<file path="config.mk">
export PLATFORM = sky130hd
export DESIGN_NAME = fx3_slfifo_write_sequencer
export DESIGN_NICKNAME = d
export VERILOG_FILES = /design/src/rtl/fx3_seq_pkg.sv /design/src/rtl/fx3_skid_fifo.sv /design/src/rtl/fx3_slfifo_write_sequencer.sv
export SDC_FILE = /design/constraint.sdc
export NUM_CORES = 1
export LEC_CHECK = 0
export CAP_MARGIN = 20
export CORE_MARGIN = 4
export CORE_UTILIZATION = 44
export CTS_CLUSTER_SIZE = 28
export DETAILED_ROUTE_END_ITERATION = 12
export PLACE_DENSITY_LB_ADDON = 0.1
export SYNTH_ARGS = -nofsm -noshare
export SYNTH_HDL_FRONTEND = slang
export SYNTH_SLANG_ARGS = --single-unit
</file>
<file path="constraint.sdc">
create_clock -name fx3_clk -period 2.3 [get_ports fx3_clk]
set_clock_uncertainty 0.1 [all_clocks]
set_input_delay 0.345 -clock fx3_clk [delete_from_list [all_inputs] [get_ports fx3_clk]]
set_output_delay 0.345 -clock fx3_clk [all_outputs]
set_load 0.005 [all_outputs]
</file>
<file path="src/rtl/fx3_seq_pkg.sv">
// Shared definitions for the FX3 slave-FIFO write sequencer.
//   SKID_W        : skid FIFO entry width (8 data bits + buffer-end tag in the MSB)
//   FX3_PKT_BYTES : default FX3 DMA buffer size in bytes
//   ST_*          : sequencer state encodings
package fx3_seq_pkg;

    localparam int unsigned SKID_W        = 9;
    localparam int unsigned FX3_PKT_BYTES = 512;

    typedef logic [2:0] state_t;

    localparam state_t ST_IDLE   = 3'd0;
    localparam state_t ST_ARM    = 3'd1;
    localparam state_t ST_STREAM = 3'd2;
    localparam state_t ST_HOLD   = 3'd3;
    localparam state_t ST_CLOSE  = 3'd4;

endpackage

</file>
<file path="src/rtl/fx3_skid_fifo.sv">
// Small synchronous FIFO that absorbs the loader's pause latency.
// Same-cycle push and pop are allowed; empty/full/count are registered.
// A push while full with no pop is dropped (the parent flags it as an error).
// Ports:
//   clk, rst_n          : clock, asynchronous active-low reset
//   push, push_data     : write request and entry
//   pop, pop_data       : read request and head entry (valid while !empty)
//   empty, full, count  : registered occupancy status
module fx3_skid_fifo #(
    parameter int unsigned DEPTH = 4,
    parameter int unsigned WIDTH = 9
) (
    input  logic                   clk,
    input  logic                   rst_n,
    input  logic                   push,
    input  logic [WIDTH-1:0]       push_data,
    input  logic                   pop,
    output logic [WIDTH-1:0]       pop_data,
    output logic                   empty,
    output logic                   full,
    output logic [$clog2(DEPTH):0] count
);

    localparam int unsigned AW = $clog2(DEPTH);
    localparam logic [AW:0] FULL_LVL = (AW + 1)'(DEPTH);

    logic [WIDTH-1:0] mem [DEPTH];
    logic [AW-1:0]    wr_ptr;
    logic [AW-1:0]    rd_ptr;
    logic [AW:0]      count_nxt;
    logic             do_push;
    logic             do_pop;

    assign do_pop   = pop && !empty;
    assign do_push  = push && (!full || do_pop);
    assign pop_data = mem[rd_ptr];

    always_comb begin
        count_nxt = count;
        if (do_push && !do_pop) begin
            count_nxt = count + 1'b1;
        end else if (do_pop && !do_push) begin
            count_nxt = count - 1'b1;
        end
    end

    always_ff @(posedge clk or negedge rst_n) begin
        if (!rst_n) begin
            wr_ptr <= '0;
            rd_ptr <= '0;
            count  <= '0;
            empty  <= 1'b1;
            full   <= 1'b0;
        end else begin
            if (do_push) wr_ptr <= wr_ptr + 1'b1;
            if (do_pop)  rd_ptr <= rd_ptr + 1'b1;
            count <= count_nxt;
            empty <= (count_nxt == '0);
            full  <= (count_nxt == FULL_LVL);
        end
    end

    always_ff @(posedge clk) begin
        if (do_push) mem[wr_ptr] <= push_data;
    end

endmodule

</file>
<file path="src/rtl/fx3_slfifo_write_sequencer.sv">
// Streams loader bytes into the FX3 GPIF-II synchronous slave FIFO (8-bit,
// write-only), splitting traffic into PKT_BYTES packets and closing short
// packets at loader buffer ends. Everything runs on fx3_clk.
// Optional feature: define FX3_ZLP_EN to follow a buffer end that lands exactly
// on a packet boundary with a zero-length packet.
// Ports:
//   fx3_clk, fx3_rst_n      : clock, asynchronous active-low reset
//   enable                  : level; low = drain, close packet, go idle
//   ld_ready, ld_pause      : loader handshake outputs
//   ld_vld, ld_data         : loader byte stream
//   ld_buf_end              : marks the last byte of a loader buffer
//   flaga_n, flagb_n        : FX3 full / watermark flags (active-low)
//   slcs_n, slwr_n, pktend_n: FX3 strobes (active-low)
//   fifo_addr, fx3_dq       : socket address and write data
//   pkt_cnt                 : committed-packet counter
module fx3_slfifo_write_sequencer
    import fx3_seq_pkg::*;
#(
    parameter int unsigned PKT_BYTES  = FX3_PKT_BYTES,
    parameter int unsigned FLAG_LAT   = 3,
    parameter int unsigned SKID_DEPTH = 4,
    parameter logic [1:0]  FIFO_ADDR  = 2'd0
) (
    input  logic        fx3_clk,
    input  logic        fx3_rst_n,
    input  logic        enable,
    output logic        ld_ready,
    output logic        ld_pause,
    input  logic        ld_vld,
    input  logic [7:0]  ld_data,
    input  logic        ld_buf_end,
    input  logic        flaga_n,
    input  logic        flagb_n,
    output logic        slcs_n,
    output logic        slwr_n,
    output logic        pktend_n,
    output logic [1:0]  fifo_addr,
    output logic [7:0]  fx3_dq,
    output logic [31:0] pkt_cnt
);

    localparam int unsigned BC_W = $clog2(PKT_BYTES);
    localparam int unsigned QW   = $clog2(FLAG_LAT) + 1;
    localparam int unsigned CW   = $clog2(SKID_DEPTH) + 1;
    localparam logic [QW-1:0] QUAL_LAST = QW'(FLAG_LAT - 1);
    localparam logic [CW-1:0] PAUSE_LVL = CW'(SKID_DEPTH - 2);

    state_t            state;
    state_t            state_nxt;
    logic [QW-1:0]     qual_cnt;
    logic              flag_ok;
    logic [BC_W-1:0]   byte_cnt;
    logic              skid_empty;
    logic              skid_full;
    logic [CW-1:0]     skid_count;
    logic [SKID_W-1:0] skid_dout;
    logic              pop;
    logic              tag;
    logic              wrap;
    logic              short_end;
    logic              close_end;
    logic              can_close;
    logic              zlp_pend;

    fx3_skid_fifo #(
        .DEPTH (SKID_DEPTH),
        .WIDTH (SKID_W)
    ) u_skid (
        .clk       (fx3_clk),
        .rst_n     (fx3_rst_n),
        .push      (ld_vld),
        .push_data ({ld_buf_end, ld_data}),
        .pop       (pop),
        .pop_data  (skid_dout),
        .empty     (skid_empty),
        .full      (skid_full),
        .count     (skid_count)
    );

    assign fifo_addr = FIFO_ADDR;

    // Flag is trusted only after FLAG_LAT consecutive high samples.
    assign flag_ok   = flagb_n && (qual_cnt == QUAL_LAST);
    assign tag       = skid_dout[SKID_W-1];
    assign wrap      = (byte_cnt == '1);
    // A pending ZLP reserves the next write slot, so popping is held off.
    assign pop       = (state == ST_STREAM) && flaga_n && flagb_n && !skid_empty && !zlp_pend;
    assign short_end = pop && tag && !wrap;
    assign close_end = (state == ST_CLOSE) && (byte_cnt != '0);
    assign can_close = !enable && skid_empty && !ld_vld;
    assign ld_pause  = (skid_count >= PAUSE_LVL) || (state != ST_STREAM);

    always_comb begin
        state_nxt = state;
        case (state)
            ST_IDLE:   if (enable) state_nxt = ST_ARM;
            ST_ARM: begin
                if (!enable)      state_nxt = ST_IDLE;
                else if (flag_ok) state_nxt = ST_STREAM;
            end
            ST_STREAM: begin
                if (can_close)     state_nxt = ST_CLOSE;
                else if (!flagb_n) state_nxt = ST_HOLD;
            end
            ST_HOLD: begin
                if (can_close)    state_nxt = ST_CLOSE;
                else if (flag_ok) state_nxt = ST_STREAM;
            end
            ST_CLOSE:  state_nxt = ST_IDLE;
            default:   state_nxt = ST_IDLE;
        endcase
    end

    always_ff @(posedge fx3_clk or negedge fx3_rst_n) begin
        if (!fx3_rst_n) begin
            state    <= ST_IDLE;
            qual_cnt <= '0;
            byte_cnt <= '0;
            pkt_cnt  <= '0;
            slcs_n   <= 1'b1;
            slwr_n   <= 1'b1;
            pktend_n <= 1'b1;
            fx3_dq   <= '0;
            ld_ready <= 1'b0;
        end else begin
            state <= state_nxt;
            if (!flagb_n || (state == ST_IDLE)) begin
                qual_cnt <= '0;
            end else if (qual_cnt != QUAL_LAST) begin
                qual_cnt <= qual_cnt + 1'b1;
            end
            slwr_n   <= !pop;
            pktend_n <= !(short_end || close_end || zlp_pend);
            if (pop) fx3_dq <= skid_dout[7:0];
            if (short_end || close_end) begin
                byte_cnt <= '0;
            end else if (pop) begin
                byte_cnt <= byte_cnt + 1'b1;
            end
            if ((pop && (wrap || tag)) || close_end || zlp_pend) begin
                pkt_cnt <= pkt_cnt + 1'b1;
            end
            ld_ready <= (state_nxt == ST_STREAM) || (state_nxt == ST_HOLD);
            // Chip select stays low through the CLOSE pktend pulse.
            slcs_n   <= (state_nxt == ST_IDLE) && (state != ST_CLOSE);
        end
    end

`ifdef FX3_ZLP_EN
    always_ff @(posedge fx3_clk or negedge fx3_rst_n) begin
        if (!fx3_rst_n) begin
            zlp_pend <= 1'b0;
        end else begin
            zlp_pend <= pop && tag && wrap;
        end
    end
`else
    assign zlp_pend = 1'b0;
`endif

    a_skid_no_overflow: assert property (@(posedge fx3_clk) disable iff (!fx3_rst_n)
        !(ld_vld && skid_full && !pop));

    a_no_write_when_full: assert property (@(posedge fx3_clk) disable iff (!fx3_rst_n)
        !(!slwr_n && !flaga_n));

endmodule

</file>
== Yosys cells after proc, flatten, opt, wreduce, memory -nomap -nowiden ==
Memory sizes are Yosys's and may differ from the RTL's.
Index checks and enable logic that the tools add are counted.
Widths: inputs -> output; s select.
Storage, ports and cells
  register bits after elaboration: 68
  bits in latches: 0
  bits in writable memories: 36
  memory bits (read-only): 0
  word-level logic and storage cells: 88
  memories: 1
Cells by class
  add/sub/neg operators: 7
  $mul: 0
  divide/modulo/power cells: 0
  magnitude comparators: 1
  eq/ne operators: 12
  shift operators: 0
  multiplexer cells: 15
  bitwise gates (word level): 0
  reduce and logical (&&, ||, !) cells: 38
Memory list
  u_skid.mem: words 4, bits a word 9, rd ports 1, clocked after Yosys merged registers in 0, write ports 1, RTL line fx3_skid_fifo.sv:27  | logic [WIDTH-1:0] mem [DEPTH];
Operators by type and width (number)
  $add 32x1->32 const B: 1
  $mux 3: 10
  $mux 9: 2
  $eq 3x2->1 const B: 5
  $logic_and 1x1->1: 15
  $pmux 3 s4: 1
  $logic_not 1->1: 10
  $add 9x1->9 const B: 1
  $eq 9x9->1 const B: 1
  $logic_not 3->1: 3
  $reduce_bool 9->1: 1
  $logic_or 1x1->1: 7
  $add 3x1->3 const B: 2
  $eq 3x3->1 const B: 2
  $ne 3x2->1 const B: 2
  $add 2x1->2 const B: 2
  $reduce_bool 2->1: 2
  $eq 3x1->1 const B: 1
  $ge 3x2->1 const B: 1
  $ne 3x3->1 const B: 1
  $sub 3x1->3 const B: 1
  $mux 1: 2

== Logic depth before layout (Yosys ltp) ==
  depth after elaboration: 12
  depth in mapped cells: 9
  gate-level depth less buffers: 8

== Modules after synthesis ==
Synthesis repeated with hierarchy kept, for this count alone.
Second synthesis, totals
  cell total of the unflattened synthesis: 374
  area, all modules: 4772.1 um^2
By module, submodules not included
  fx3_slfifo_write_sequencer: instances 1, cells an instance 282, area an instance 2951.6 um^2, seq. area each 1480.2 um^2
  fx3_skid_fifo: instances 1, cells an instance 92, area an instance 1820.5 um^2, seq. area each 1307.5 um^2

== Worst setup path before layout ==
No wires, ideal clock.
  path type: register to register
  start: reg byte_cnt[2]
  end: reg pkt_cnt[29]
  setup time: 0.123 ns
  arrival time: 1.969 ns
  setup slack: 0.108 ns
  cell stages (with the launch flop): 10
  path buffers: 1
  period minus slack after synthesis: 2.192 ns
  path through: dfrtp_1 and4_1 nand2_1 nor2_1 ha_1 and3b_1 o31ai_4 buf_6 nand4_1 xnor2_1
On the way
  longest elaborated chain between the ends: 4
  elaborated cells between the ends (all ways): 6
  classes of those cells: 1 x eq/ne; 5 x reduce/logical
RTL lines
  from (decl): RTL line fx3_slfifo_write_sequencer.sv:52  | logic [BC_W-1:0] byte_cnt;
  from (signal assigned): RTL line fx3_slfifo_write_sequencer.sv:138  | byte_cnt <= byte_cnt + 1'b1;
  $eq 9x9->1: RTL line fx3_slfifo_write_sequencer.sv:85  | assign wrap = (byte_cnt == '1);
  $logic_or 1x1->1: RTL line fx3_slfifo_write_sequencer.sv:140  | if ((pop && (wrap || tag)) || close_end || zlp_pend) begin
  $logic_and 1x1->1: RTL line fx3_slfifo_write_sequencer.sv:140
  $logic_or 1x1->1 *: RTL line fx3_slfifo_write_sequencer.sv:140
  to (signal assigned): RTL line fx3_slfifo_write_sequencer.sv:141  | pkt_cnt <= pkt_cnt + 1'b1;
  to (decl): RTL line fx3_slfifo_write_sequencer.sv:39  | output logic [31:0] pkt_cnt
Mark *: on every way between the ends. The rest lies on a longest branch, timed or not.
A chain may end at the register's enable or synchronous reset.

== Final worst setup path ==
  start: reg byte_cnt[4]
  end: reg pkt_cnt[27]
The elaborated chain is that of the path after synthesis.

==> metrics.txt <==
CTS max path bufs 2; RSZ-0062 raised after global routing no; min-delay worst type flip-flop to flip-flop; initial antenna violation count 0; vias post-DR 2,928; DR WL/cell 14.82 um; Sw Ratio 31.41%; Die Wd 110.6 um; Worst path depth 9; delay-heaviest family, CP simple AND/OR/NAND/NOR gates; Post-synth EDFFs 36; Critical Path RT 2.47 ns; FF-to-FF setup slack 0.11 ns; boundary pin count 62; synth unique cells 54; worst reg2reg path depth 9; Clock transition at path regs 0.12 ns; row cnt 37; vias per std cell 4.980; share of layout cells above drive strength 1 16.37%; first-pass GRT wire length 14,920 um; Pleak 2.322 nW; outcome complete, no violations; Final min period 2.187 ns; slowest CP cell dfrtp_1; Critical Path Sink Type flip-flop; CP cell instances and4_1 -> nand2_1 -> nor2_1 -> ha_2 -> and3b_1 -> o31ai_4 -> buf_12 -> nand4_1 -> xnor2_1; CP max stage delay 0.37 ns; antenna diode count 0; final hold violation count 0; R2R Path End pkt_cnt[27]; Starting Density 45.05%; ANT nets after route 0; critical path class flip-flop to flip-flop; Max Cap Violations 0; NetSw 1.583 mW; drt pass-1 iters 4; power share of the sequential group 49.3%; # clock sinks 104; Ys Warns 0; worst-path fanout max 15; worst setup path end pkt_cnt[27]; worst vdd ir 0.0004482 V; pre-CTS WS 0.003063 ns; number of port buffers 59; Detailed Route Iter0 Violations 128; number of global-route vias before repair 3,013; HPWL after DPL 6015 um; Post-Synthesis Cells 359; core area 10,280 um2; Avg Cell Area, Syn 12.90 um2; Synth-to-Final Area Change 25.95%; setup_tns 0 ns; Logic pwr share 27.5%; Clk pwr share 23.2%; Max Freq 457.3 MHz; Total Routing Usage GR 14.81%; reg2reg start byte_cnt[4]; Mapped Area 4629 um2; # setup viols final 0; max-slew violations 0; H-tree Lvls 3; Tcrit/Tclk final 95.07%; DRT Wirelength 8715 um; die area 12,230 um2; buffer and inverter count on the worst path 1; fin worst setup slack 0.1134 ns; Overflow after GRT 0; Power Density 864.4 nW/um2; TritonCTS Buffers 9; placed cell areas 5587 um2; CP arrival 2.36 ns; Die Ht 110.6 um; gpl congestion 0.7092; Clk Latency, worst-skew pair 0.38 ns; Seq cells post-synth 104; Synth async-reset ratio 65.38%; pin count of the biggest net entering global routing 69; TritonCTS clock tree yes; critical path launch point byte_cnt[4]; root buffer cell clkbuf_8; Nets 475; register area share after synthesis 60.22%; most used flip-flop cell after synthesis dfrtp_1; startpoint types flip-flop; Finished Cell Area 5831 um2; Int Power 3.457 mW; drc violations 0
final cells by class:
cell class | count | area, um2
Clock inverter | 7 | 88.84
Fill cell | 877 | 4447
Inverter | 11 | 41.29
Clock buffer | 9 | 123.9
Sequential cell | 104 | 2791
Timing Repair Buffer | 87 | 885.9
Tap cell | 136 | 170.2
Multi-Input combinational cell | 234 | 1729
state kept, by name, indices dropped and copies added (netlist names):
name	flops
u_skid.wr_ptr	2
pkt_cnt	32
slwr_n	1
pktend_n	1
u_skid.count	3
slcs_n	1
u_skid.rd_ptr	2
ld_ready	1
u_skid.mem	36
byte_cnt	9
state	3
u_skid.full	1
u_skid.empty	1
fx3_dq	8
qual_cnt	3
power by group through the flow:
stage	combinational, mW	sequential (mW)	clock (mW)
after floorplan	0.780	2.48	0
after global placement	1.35	2.52	0
after CTS	1.38	2.49	1.20
after global routing	1.56	2.53	1.27
final	1.38	2.49	1.17
after detailed placement	1.37	2.53	0
layout by cell type, fill, tap and decap left out, types with 3 or more instances in the layout:
cell type,n
and2_1,5
nand3_1,16
nor2_1,18
and3_1,4
nand4_1,13
nand2_1,45
o21ai_0,5
xor2_1,5
a21oi_1,9
clkbuf_8,9
nand2b_1,5
buf_4,20
dfstp_2,4
and4_1,3
mux4_2,8
xnor2_1,39
clkinv_8,3
edfxtp_1,36
nor3_1,7
buf_12,7
dfrtp_1,61
nor2b_1,4
inv_1,10
dfrtp_2,3
mux2_2,3
clkdlybuf4s50_1,58
ha_1,12
through the flow:
step | hold WS [ns] | power, mW | util [%] | instances
floorplan | -0.05059 | 3.260 | - | 360
detailed placement | 0.2978 | 3.902 | 54.36 | 569
global placement | 0.3000 | 3.870 | 54.36 | 569
CTS | 0.3902 | 5.068 | 56.53 | 586
global route | 0.4082 | 5.362 | 56.73 | 588
finish | 0.3819 | 5.040 | 56.73 | 588
cell usage after synthesis (all sizes together) (2+ instances only):
master	count	share of area, %
dfstp	4	2.3
nor4	3	0.73
mux2	3	0.73
nand2	45	3.6
o31ai	3	1.1
nor3	7	0.76
nor2	19	1.7
mux4	8	3.9
nand2b	5	0.68
xnor2	39	7.4
clkbuf	3	0.24
o21ai	5	0.54
dfrtp	64	35
xor2	5	0.95
buf	8	1.4
a21oi	9	0.97
a211o	2	0.38
nand4	14	2.0
and2	5	0.68
inv	11	0.89
ha	13	3.5
nor2b	4	0.54
and4	4	0.81
edfxtp	36	23
nand3	16	1.7
and3	4	0.54
worst register-to-register path, cell delays in order (launching register included):
cell and delay (ns):
dfrtp_1 0.37, and4_1 0.22, nand2_1 0.07, nor2_1 0.12, ha_2 0.22, and3b_1 0.26, o31ai_4 0.27, buf_12 0.18
nand4_1 0.13, xnor2_1 0.15
how the worst min path moves through the flow:
stage                     start  slack [ns]          end  cells past startpoint
floorplan             fx3_rst_n       -0.05  byte_cnt[0]                      0
global placement      fx3_rst_n        0.30  qual_cnt[2]                      2
detailed placement    fx3_rst_n        0.30  qual_cnt[2]                      2
CTS                 pkt_cnt[31]        0.39  pkt_cnt[31]                      1
global route          fx3_dq[2]        0.41    fx3_dq[2]                      2
finish              pkt_cnt[31]        0.38  pkt_cnt[31]                      1
metal layers:
layer	GRT usage (%)	routed length, um	up-vias
li1	-	-	1439
met1	20.44	4158	1423
met2	23.30	4090	57
met3	3.781	381	9
met4	4.187	84	0
met5	0	0	-
timing repair:
item / CTS / global route
setup endpoints to repair: 0 / 14
setup buffers: 0 / 2
gates resized for setup: 0 / 4
hold buffers: 1 / 0
endpoints found under the hold margin: 64 / 0
cells by family (layout without fill, tap and decap cells):
family,count (synthesis),count (layout),share of synthesized area [%]
DFF,104,104,60.22
other,1,2,0.08100
xor gates and xnor gates,44,44,8.324
and+or+nand+nor,133,133,15.22
muxes,12,12,4.838
adders and majority gates,13,13,3.514
buffers and inverters,22,114,2.567
AOI/OAI and AO/OA,30,30,5.244
Power figures use the tool's default switching activity.
